===== src/rtl/mips_pkg.sv =====
// Shared definitions for the multicycle MIPS controller: FSM states, opcodes,
// ALU operation classes and the ALU control codes driven to the datapath.
package mips_pkg;

  typedef enum logic [3:0] {
    FETCH,
    DECODE,
    MEMADR,
    MEMRD,
    MEMWB,
    MEMWR,
    EXECUTE,
    ALUWB,
    BRANCH,
    ADDIEX,
    ADDIWB,
    JUMP
  } state_t;

  localparam logic [5:0] OP_RTYPE = 6'b000000;
  localparam logic [5:0] OP_LW    = 6'b100011;
  localparam logic [5:0] OP_SW    = 6'b101011;
  localparam logic [5:0] OP_BEQ   = 6'b000100;
  localparam logic [5:0] OP_ADDI  = 6'b001000;
  localparam logic [5:0] OP_J     = 6'b000010;

  typedef enum logic [1:0] {
    ALUOP_ADD   = 2'b00,
    ALUOP_SUB   = 2'b01,
    ALUOP_FUNCT = 2'b10
  } alu_op_t;

  localparam logic [5:0] FN_ADD = 6'b100000;
  localparam logic [5:0] FN_SUB = 6'b100010;
  localparam logic [5:0] FN_AND = 6'b100100;
  localparam logic [5:0] FN_OR  = 6'b100101;
  localparam logic [5:0] FN_SLT = 6'b101010;

  localparam logic [2:0] ALU_AND = 3'b000;
  localparam logic [2:0] ALU_OR  = 3'b001;
  localparam logic [2:0] ALU_ADD = 3'b010;
  localparam logic [2:0] ALU_SUB = 3'b110;
  localparam logic [2:0] ALU_SLT = 3'b111;

endpackage


===== src/rtl/aludec.sv =====
// ALU decoder: maps the controller's ALU operation class and the R-type funct
// field onto the 3-bit ALU control code.
module aludec
  import mips_pkg::*;
(
  input  logic    [5:0] funct_i,
  input  alu_op_t       alu_op_i,
  output logic    [2:0] alu_control_o
);

  always_comb begin
    alu_control_o = ALU_AND;
    case (alu_op_i)
      ALUOP_ADD: alu_control_o = ALU_ADD;
      ALUOP_SUB: alu_control_o = ALU_SUB;
      ALUOP_FUNCT: begin
        case (funct_i)
          FN_ADD:  alu_control_o = ALU_ADD;
          FN_SUB:  alu_control_o = ALU_SUB;
          FN_AND:  alu_control_o = ALU_AND;
          FN_OR:   alu_control_o = ALU_OR;
          FN_SLT:  alu_control_o = ALU_SLT;
          default: alu_control_o = ALU_AND;
        endcase
      end
      default: alu_control_o = ALU_AND;
    endcase
  end

endmodule


===== src/rtl/multicycle_controller.sv =====
// Multicycle MIPS control unit: Moore FSM sequencing fetch, decode, memory,
// ALU and branch/jump steps, with a memory handshake stalling the memory states.
module multicycle_controller
  import mips_pkg::*;
(
  input  logic       clk,
  input  logic       reset_n,
  input  logic [5:0] op,
  input  logic [5:0] funct,
  input  logic       zero,
  input  logic       mem_ready,
  output logic       mem_req,
  output logic       iord,
  output logic       mem_write,
  output logic       ir_write,
  output logic       reg_dst,
  output logic       mem_reg,
  output logic       reg_write,
  output logic       alu_src_a,
  output logic [1:0] alu_src_b,
  output logic [1:0] pc_src,
  output logic       pc_en,
  output logic [2:0] alu_control
);

  state_t state_q, state_d;

  logic       memReqDec, iordDec, memWriteDec, irWriteDec;
  logic       regDstDec, memRegDec, regWriteDec, aluSrcADec;
  logic [1:0] aluSrcBDec, pcSrcDec;
  logic       pcWrite, branch, aluEn;
  alu_op_t    aluOp;
  logic [2:0] aluCtrl;

  always_ff @(posedge clk or negedge reset_n) begin
    if (!reset_n) state_q <= FETCH;
    else          state_q <= state_d;
  end

  always_comb begin
    state_d = state_q;
    case (state_q)
      FETCH:   if (mem_ready) state_d = DECODE;
      DECODE: begin
        case (op)
          OP_LW, OP_SW: state_d = MEMADR;
          OP_RTYPE:     state_d = EXECUTE;
          OP_BEQ:       state_d = BRANCH;
          OP_ADDI:      state_d = ADDIEX;
          OP_J:         state_d = JUMP;
          default:      state_d = FETCH;
        endcase
      end
      MEMADR: begin
        if (op == OP_SW)      state_d = MEMWR;
        else if (op == OP_LW) state_d = MEMRD;
        else                  state_d = FETCH;
      end
      MEMRD:   if (mem_ready) state_d = MEMWB;
      MEMWR:   if (mem_ready) state_d = FETCH;
      EXECUTE: state_d = ALUWB;
      ADDIEX:  state_d = ADDIWB;
      default: state_d = FETCH;
    endcase
  end

  // aluEn marks states that actually use the ALU; elsewhere alu_control reads 0.
  always_comb begin
    memReqDec   = 1'b0;
    iordDec     = 1'b0;
    memWriteDec = 1'b0;
    irWriteDec  = 1'b0;
    regDstDec   = 1'b0;
    memRegDec   = 1'b0;
    regWriteDec = 1'b0;
    aluSrcADec  = 1'b0;
    aluSrcBDec  = 2'b00;
    pcSrcDec    = 2'b00;
    pcWrite     = 1'b0;
    branch      = 1'b0;
    aluEn       = 1'b0;
    aluOp       = ALUOP_ADD;
    case (state_q)
      FETCH: begin
        memReqDec  = 1'b1;
        aluSrcBDec = 2'b01;
        aluEn      = 1'b1;
        irWriteDec = mem_ready;
        pcWrite    = mem_ready;
      end
      DECODE: begin
        aluSrcBDec = 2'b11;
        aluEn      = 1'b1;
      end
      MEMADR, ADDIEX: begin
        aluSrcADec = 1'b1;
        aluSrcBDec = 2'b10;
        aluEn      = 1'b1;
      end
      MEMRD: begin
        memReqDec = 1'b1;
        iordDec   = 1'b1;
      end
      MEMWB: begin
        regWriteDec = 1'b1;
        memRegDec   = 1'b1;
      end
      MEMWR: begin
        memReqDec   = 1'b1;
        iordDec     = 1'b1;
        memWriteDec = 1'b1;
      end
      EXECUTE: begin
        aluSrcADec = 1'b1;
        aluEn      = 1'b1;
        aluOp      = ALUOP_FUNCT;
      end
      ALUWB: begin
        regWriteDec = 1'b1;
        regDstDec   = 1'b1;
      end
      BRANCH: begin
        aluSrcADec = 1'b1;
        aluEn      = 1'b1;
        aluOp      = ALUOP_SUB;
        pcSrcDec   = 2'b01;
        branch     = 1'b1;
      end
      ADDIWB:  regWriteDec = 1'b1;
      JUMP: begin
        pcSrcDec = 2'b10;
        pcWrite  = 1'b1;
      end
      default: ;
    endcase
  end

  aludec u_aludec (
    .funct_i       (funct),
    .alu_op_i      (aluOp),
    .alu_control_o (aluCtrl)
  );

  // Outputs are gated by reset_n so an abort silences every strobe at once.
  assign mem_req     = reset_n & memReqDec;
  assign iord        = reset_n & iordDec;
  assign mem_write   = reset_n & memWriteDec;
  assign ir_write    = reset_n & irWriteDec;
  assign reg_dst     = reset_n & regDstDec;
  assign mem_reg     = reset_n & memRegDec;
  assign reg_write   = reset_n & regWriteDec;
  assign alu_src_a   = reset_n & aluSrcADec;
  assign alu_src_b   = reset_n ? aluSrcBDec : 2'b00;
  assign pc_src      = reset_n ? pcSrcDec : 2'b00;
  assign pc_en       = reset_n & (pcWrite | (branch & zero));
  assign alu_control = (reset_n && aluEn) ? aluCtrl : 3'b000;

endmodule


===== config.mk =====
export PLATFORM = sky130hd
export DESIGN_NAME = multicycle_controller
export DESIGN_NICKNAME = d
export VERILOG_FILES = /design/src/rtl/mips_pkg.sv /design/src/rtl/aludec.sv /design/src/rtl/multicycle_controller.sv
export SDC_FILE = /design/constraint.sdc
export NUM_CORES = 1
export LEC_CHECK = 0
export CAP_MARGIN = 20
export CORE_UTILIZATION = 38
export DETAILED_ROUTE_END_ITERATION = 10
export GPL_TIMING_DRIVEN = 0
export MAX_ROUTING_LAYER = met4
export PLACE_DENSITY = 0.78
export SYNTH_ARGS = -nofsm -noshare
export SYNTH_HDL_FRONTEND = slang
export SYNTH_SLANG_ARGS = --single-unit

===== constraint.sdc =====
create_clock -name clk -period 1.7 [get_ports clk]
set_clock_uncertainty 0.1 [all_clocks]
set_input_delay 0.17 -clock clk [delete_from_list [all_inputs] [get_ports clk]]
set_output_delay 0.17 -clock clk [all_outputs]
set_load 0.1 [all_outputs]

* After elaboration in Yosys (flattened, before gate mapping)
Cells that the tools add are included.
** Cells by class
- Equal/unequal tests :: 25
- Mux-type cells :: 26
- Bitwise operators :: 11
- Reduce and logical (&&, ||, !) cells :: 12
** Operators with widths (count)
- 6-bit equality test, second input constant :: 6
- 4-bit case mux with 7 select lines :: 1
- 4-bit case mux with 5 select lines :: 1
- 4-bit by 3-bit equality test with 1-bit output, second input constant :: 4
- 4-bit equality test, second input constant :: 4
- 4-bit two-way mux :: 3
- 3-bit case mux with 4 select lines :: 1
- 1-bit AND :: 10
- 1-bit two-way mux :: 10
- 3-bit case mux with 3 select lines :: 1
- 4-bit by 2-bit equality test with 1-bit output, second input constant :: 2
- 2-bit case mux with 2 select lines :: 2
- 6-bit by 2-bit equality test with 1-bit output, second input constant :: 1
- 6-bit by 3-bit equality test with 1-bit output, second input constant :: 1
- 6-bit by 4-bit equality test with 1-bit output, second input constant :: 1
- 6-bit zero test :: 1
- 2-bit two-way mux :: 3
- 3-bit two-way mux :: 2
- 2-bit != test, second input constant :: 3
- 2-bit case mux with 3 select lines :: 1
- 2-bit OR reduction :: 3
- 3-bit OR reduction :: 2
- 6-bit OR reduction :: 1
- 4-bit by 1-bit equality test with 1-bit output, second input constant :: 1
- 9 further kinds :: 9
** Storage, ports and cells
- Register bits after elaboration :: 4
- Bits of input ports :: 16
- Output and inout port bits :: 16

* Longest topological paths before layout
- Depth after elaboration :: 5
- Depth in mapped cells :: 5
- Gate-level depth less buffers :: 4

* Hierarchy
A second synthesis with hierarchy kept.
** Unflattened totals
- Cells, all modules :: 99
- Area, all modules :: 691.9 um2
** Modules (own cells, without submodules)
- multicycle_controller :: times used 1, cells each 89, area each 605.6 um2
- aludec :: times used 1, cells each 10, area each 86.3 um2

* Least setup slack after synthesis
OpenSTA, ideal clock, no wires.
- Kind :: register to output
- From :: register state_q[0]
- To :: output port pc_en
- Data arrival time :: 4.439 ns
- Data required time :: 1.430 ns
- Setup slack :: -3.009 ns
- Cell stages (with the launch flop) :: 4
- Buffers on the path :: 1
- Cell sequence :: dfrtp_1 buf_2 nor4_1 a211o_1
** On the way
- Cells in the longest elaborated chain, start to end :: 5
- Elaborated cells on any way between the ends :: 8
** RTL lines
- start, declared :: line multicycle_controller.sv:26 : state_t state_q, state_d;
- start signal, assigned :: line multicycle_controller.sv:37 : else state_q <= state_d;
- 4-bit equality test :: line multicycle_controller.sv:83 : case (state_q)
- 1-bit two-way mux :: line multicycle_controller.sv:83
- 1-bit AND :: line multicycle_controller.sv:155 : assign pc_en = reset_n & (pcWrite | (branch & zero));
- 1-bit OR (*) :: line multicycle_controller.sv:155
- 1-bit AND (*) :: line multicycle_controller.sv:155
- end, declared :: line multicycle_controller.sv:22 : output logic pc_en,
Mark *: on every way between the ends. The rest lies on a longest branch, timed or not.

* Worst setup path after layout
- From :: register state_q[0]
- To :: output port alu_control[1]
** On the way
- Cells in the longest elaborated chain, start to end :: 5
- Elaborated cells on any way between the ends :: 15
** RTL lines
- 4-bit equality test (tied with other cells) :: line multicycle_controller.sv:83
- 2-bit case mux with 2 select lines / 6-bit OR reduction (equally long branches)
- 2-bit equality test (tied with other cells) :: line aludec.sv:13 : case (alu_op_i)
- 3-bit case mux with 3 select lines / 1-bit logical AND (equally long branches) :: line aludec.sv:13, multicycle_controller.sv:156
- 3-bit two-way mux (*) :: line multicycle_controller.sv:156 : assign alu_control = (reset_n && aluEn) ? aluCtrl : 3'b000;
- end, declared :: line multicycle_controller.sv:23 : output logic [2:0] alu_control
Marks and branches as above.

==> results.ini <==
[run_status]
status=finished, violations left
violations=negative setup slack

[logic_synthesis]
netlist_area_um2=610.6
synthCells=86
syn-mean-instance-area_um2=7.100
ys_seq_area_share_pct=16.39
netlist-cell-type-count=30
synth_nets=102
synth_seq_cells=4
synth-warning-count=0

[sta]
fin_crit_ns=1.872
slew_violations=0
hold_viol=0
max_freq_ghz=0.5341
layout_setup_ws_ns=-0.1724
slew_headroom_pct=76.16
tightest_slew_ns=0.3543
fin_crit_sh_pct=110.1
rsz0062_at_grt=true
timing.hold.ws_ns=0.3604
setup_viol=14

[detailed_routing]
first_pass_iters=5
post_drt_wl_per_cell_um=21.91
drt_iter0_drc=82
drt_wl_total_um=3309
wl_met2_um=1587
via_count=1000
wl_met3_um=410
top_layer=met4
drc=0
met1_length_um=1176
vias_per_cell=6.623
ant_nets=0

[floorplanning]
row_count=14
die_y_um=42.09
die_w_um=42.09
initial_core_util_pct=40.53
dieArea_um2=1771
core_area_um2=1506
ios=32

[critical_path]
crit_required_ns=1.43
startpoint=state_q[0]
cp_cell_sequence=buf_8 -> o21ai_0 -> nand2_1 -> a21oi_4 -> buf_12
worst_ep_arrival_time_ns=1.60
slowest_delay_ns=0.42
slowest_stage=dfrtp_1
criticalPathCategory=reg -> out
worst_setup_path_end_kind=primary output
r2r_start=state_q[3]
ff2ff_setup_slack_ns=0.11
critPathLaunchType=flop
crit_path_max_fanout=6

[cells_and_area]
drive_above_1_share_pct=57.78
largestRegisters=state_q (4)
largest_register_ffs=4
largest-register=state_q
final_cell_mix=buf_4 (15), buf_6 (9), clkdlybuf4s50_1 (9)
finish.utilization_pct=94.60
num_antenna_cells=0
layout-area-overhead-vs-synth_pct=133.4
nNetsFinal=153
fin_cells=151
final_common_cell=buf_4

[clocking]
htree_levels=1
clock-root-buffer=clkbuf_4
cts.clk_slew.worst_paths_ns=0.04
cts_max_path_buffers=2
cts_sinks=4
cts_tree=done
insertion_delay_ns=0.23
numCtsBuffers=3

[min_path]
worstHoldStart=mem_ready
hold_class=in -> reg

[placement]
placed_cells=133
place_congestion=0.8291
preCtsSetupSlack_ns=-1.291
numPortBuffers=31
dp_hpwl_um=1493

[grt]
grt_start_max_net_pins=11
gr-total-overflow=0
track_usage_pct=33.21
grt_pass1_wl_um=4298
grt_pass1_vias=855
antenna_found_initial=0

[run]
cap_viol_max_count=0

[power_and_ir_drop]
ir_worst_vdd_uv=996.8
p_leak_uw=0.0006013
power_density_nw_per_um2=1074
p_total_uw=1530

==> path summary, 6_finish.rpt <==
check,to,cells past startpoint
setup / recovery,alu_control[1],5
hold / removal,state_q[0],3
setup reg to reg,state_q[1],6
hold reg to reg,state_q[2],3
max in group asynchronous,state_q[3],2
min in group asynchronous,state_q[0],2
==> logic make-up (layout without fill, tap and decap cells) <==
family,count (synthesis),in the layout,synth area share (%)
multiplexers,1,1,1.844
AND/OR/NAND/NOR,47,47,42.62
buffers and inverters,9,58,10.04
flip-flops,4,4,16.39
XOR/XNOR,2,2,2.869
AO/OA/AOI/OAI,23,23,26.23
==> critical path: cells and delay by family, from the launching register on <==
| family | cells | cell delay (ns) |
|---|---|---|
| simple gates | 1 | 0.15 |
| flops | 1 | 0.42 |
| buf+inv | 2 | 0.36 |
| compound gates | 2 | 0.44 |
==> synthesized netlist by cell type, drive strengths merged <==
cell    count  share of area [%]
nand2b      6                7.0
buf         6                8.2
nor3       11                9.0
o31ai       1                1.2
o32ai       1                1.4
inv         3                1.8
o21ai       3                2.5
o311ai      1                1.4
nand2       6                3.7
nor3b       1                1.2
nor2        9                5.5
and3        3                3.1
o21a        2                2.5
nor4        4                6.6
a31oi       3                3.1
a221oi      2                3.9
dfrtp       4                 16
mux2        1                1.8
a21oi       7                5.7
and2        2                2.0
nor2b       2                2.0
a41o        1                1.6
a211o       2                2.9
xor2        2                2.9
nand3       3                2.5
==> where the power goes <==
| part | total (uW) | internal (uW) | switching [uW] |
|---|---|---|---|
| Combinational | 1270 | 483 | 789 |
| Sequential | 142 | 117 | 24.9 |
| Clock | 115 | 78.8 | 36.6 |
| Total | 1530 | 680 | 851 |
==> cell type report <==
type	count	area, um^2
multi-input combinational	73	680.7
clock buffer	3	22.52
timing repair buffer	46	510.5
fill	45	81.33
inverter	3	13.76
sequential	4	101.3
buffer	6	76.32
tap	16	20.02
==> what timing repair did <==
action                                 in CTS  in global routing
gates resized for setup                   158                  6
endpoints found under the hold margin       4                  0
setup endpoints to repair                  16                 16
setup buffers                              13                  1
hold buffers                                1                  0
pin swaps                                  10                  1
==> per-stage QoR <==
step | instance area [um^2] | setup TNS [ns]
finish | 1425 | -1.132
global route | 1425 | -1.718
CTS | 1394 | -0.4881
detailed placement | 1071 | -17.79
global placement | 1071 | -17.40
floorplan | 740.7 | -2.250
==> layer usage <==
layer	up-vias	GRT usage, %
met5	-	-
met4	0	11.25
met3	20	6.034
met2	101	50.31
met1	458	44.89
li1	421	-
Note: power is estimated with default switching activity, not from simulation.
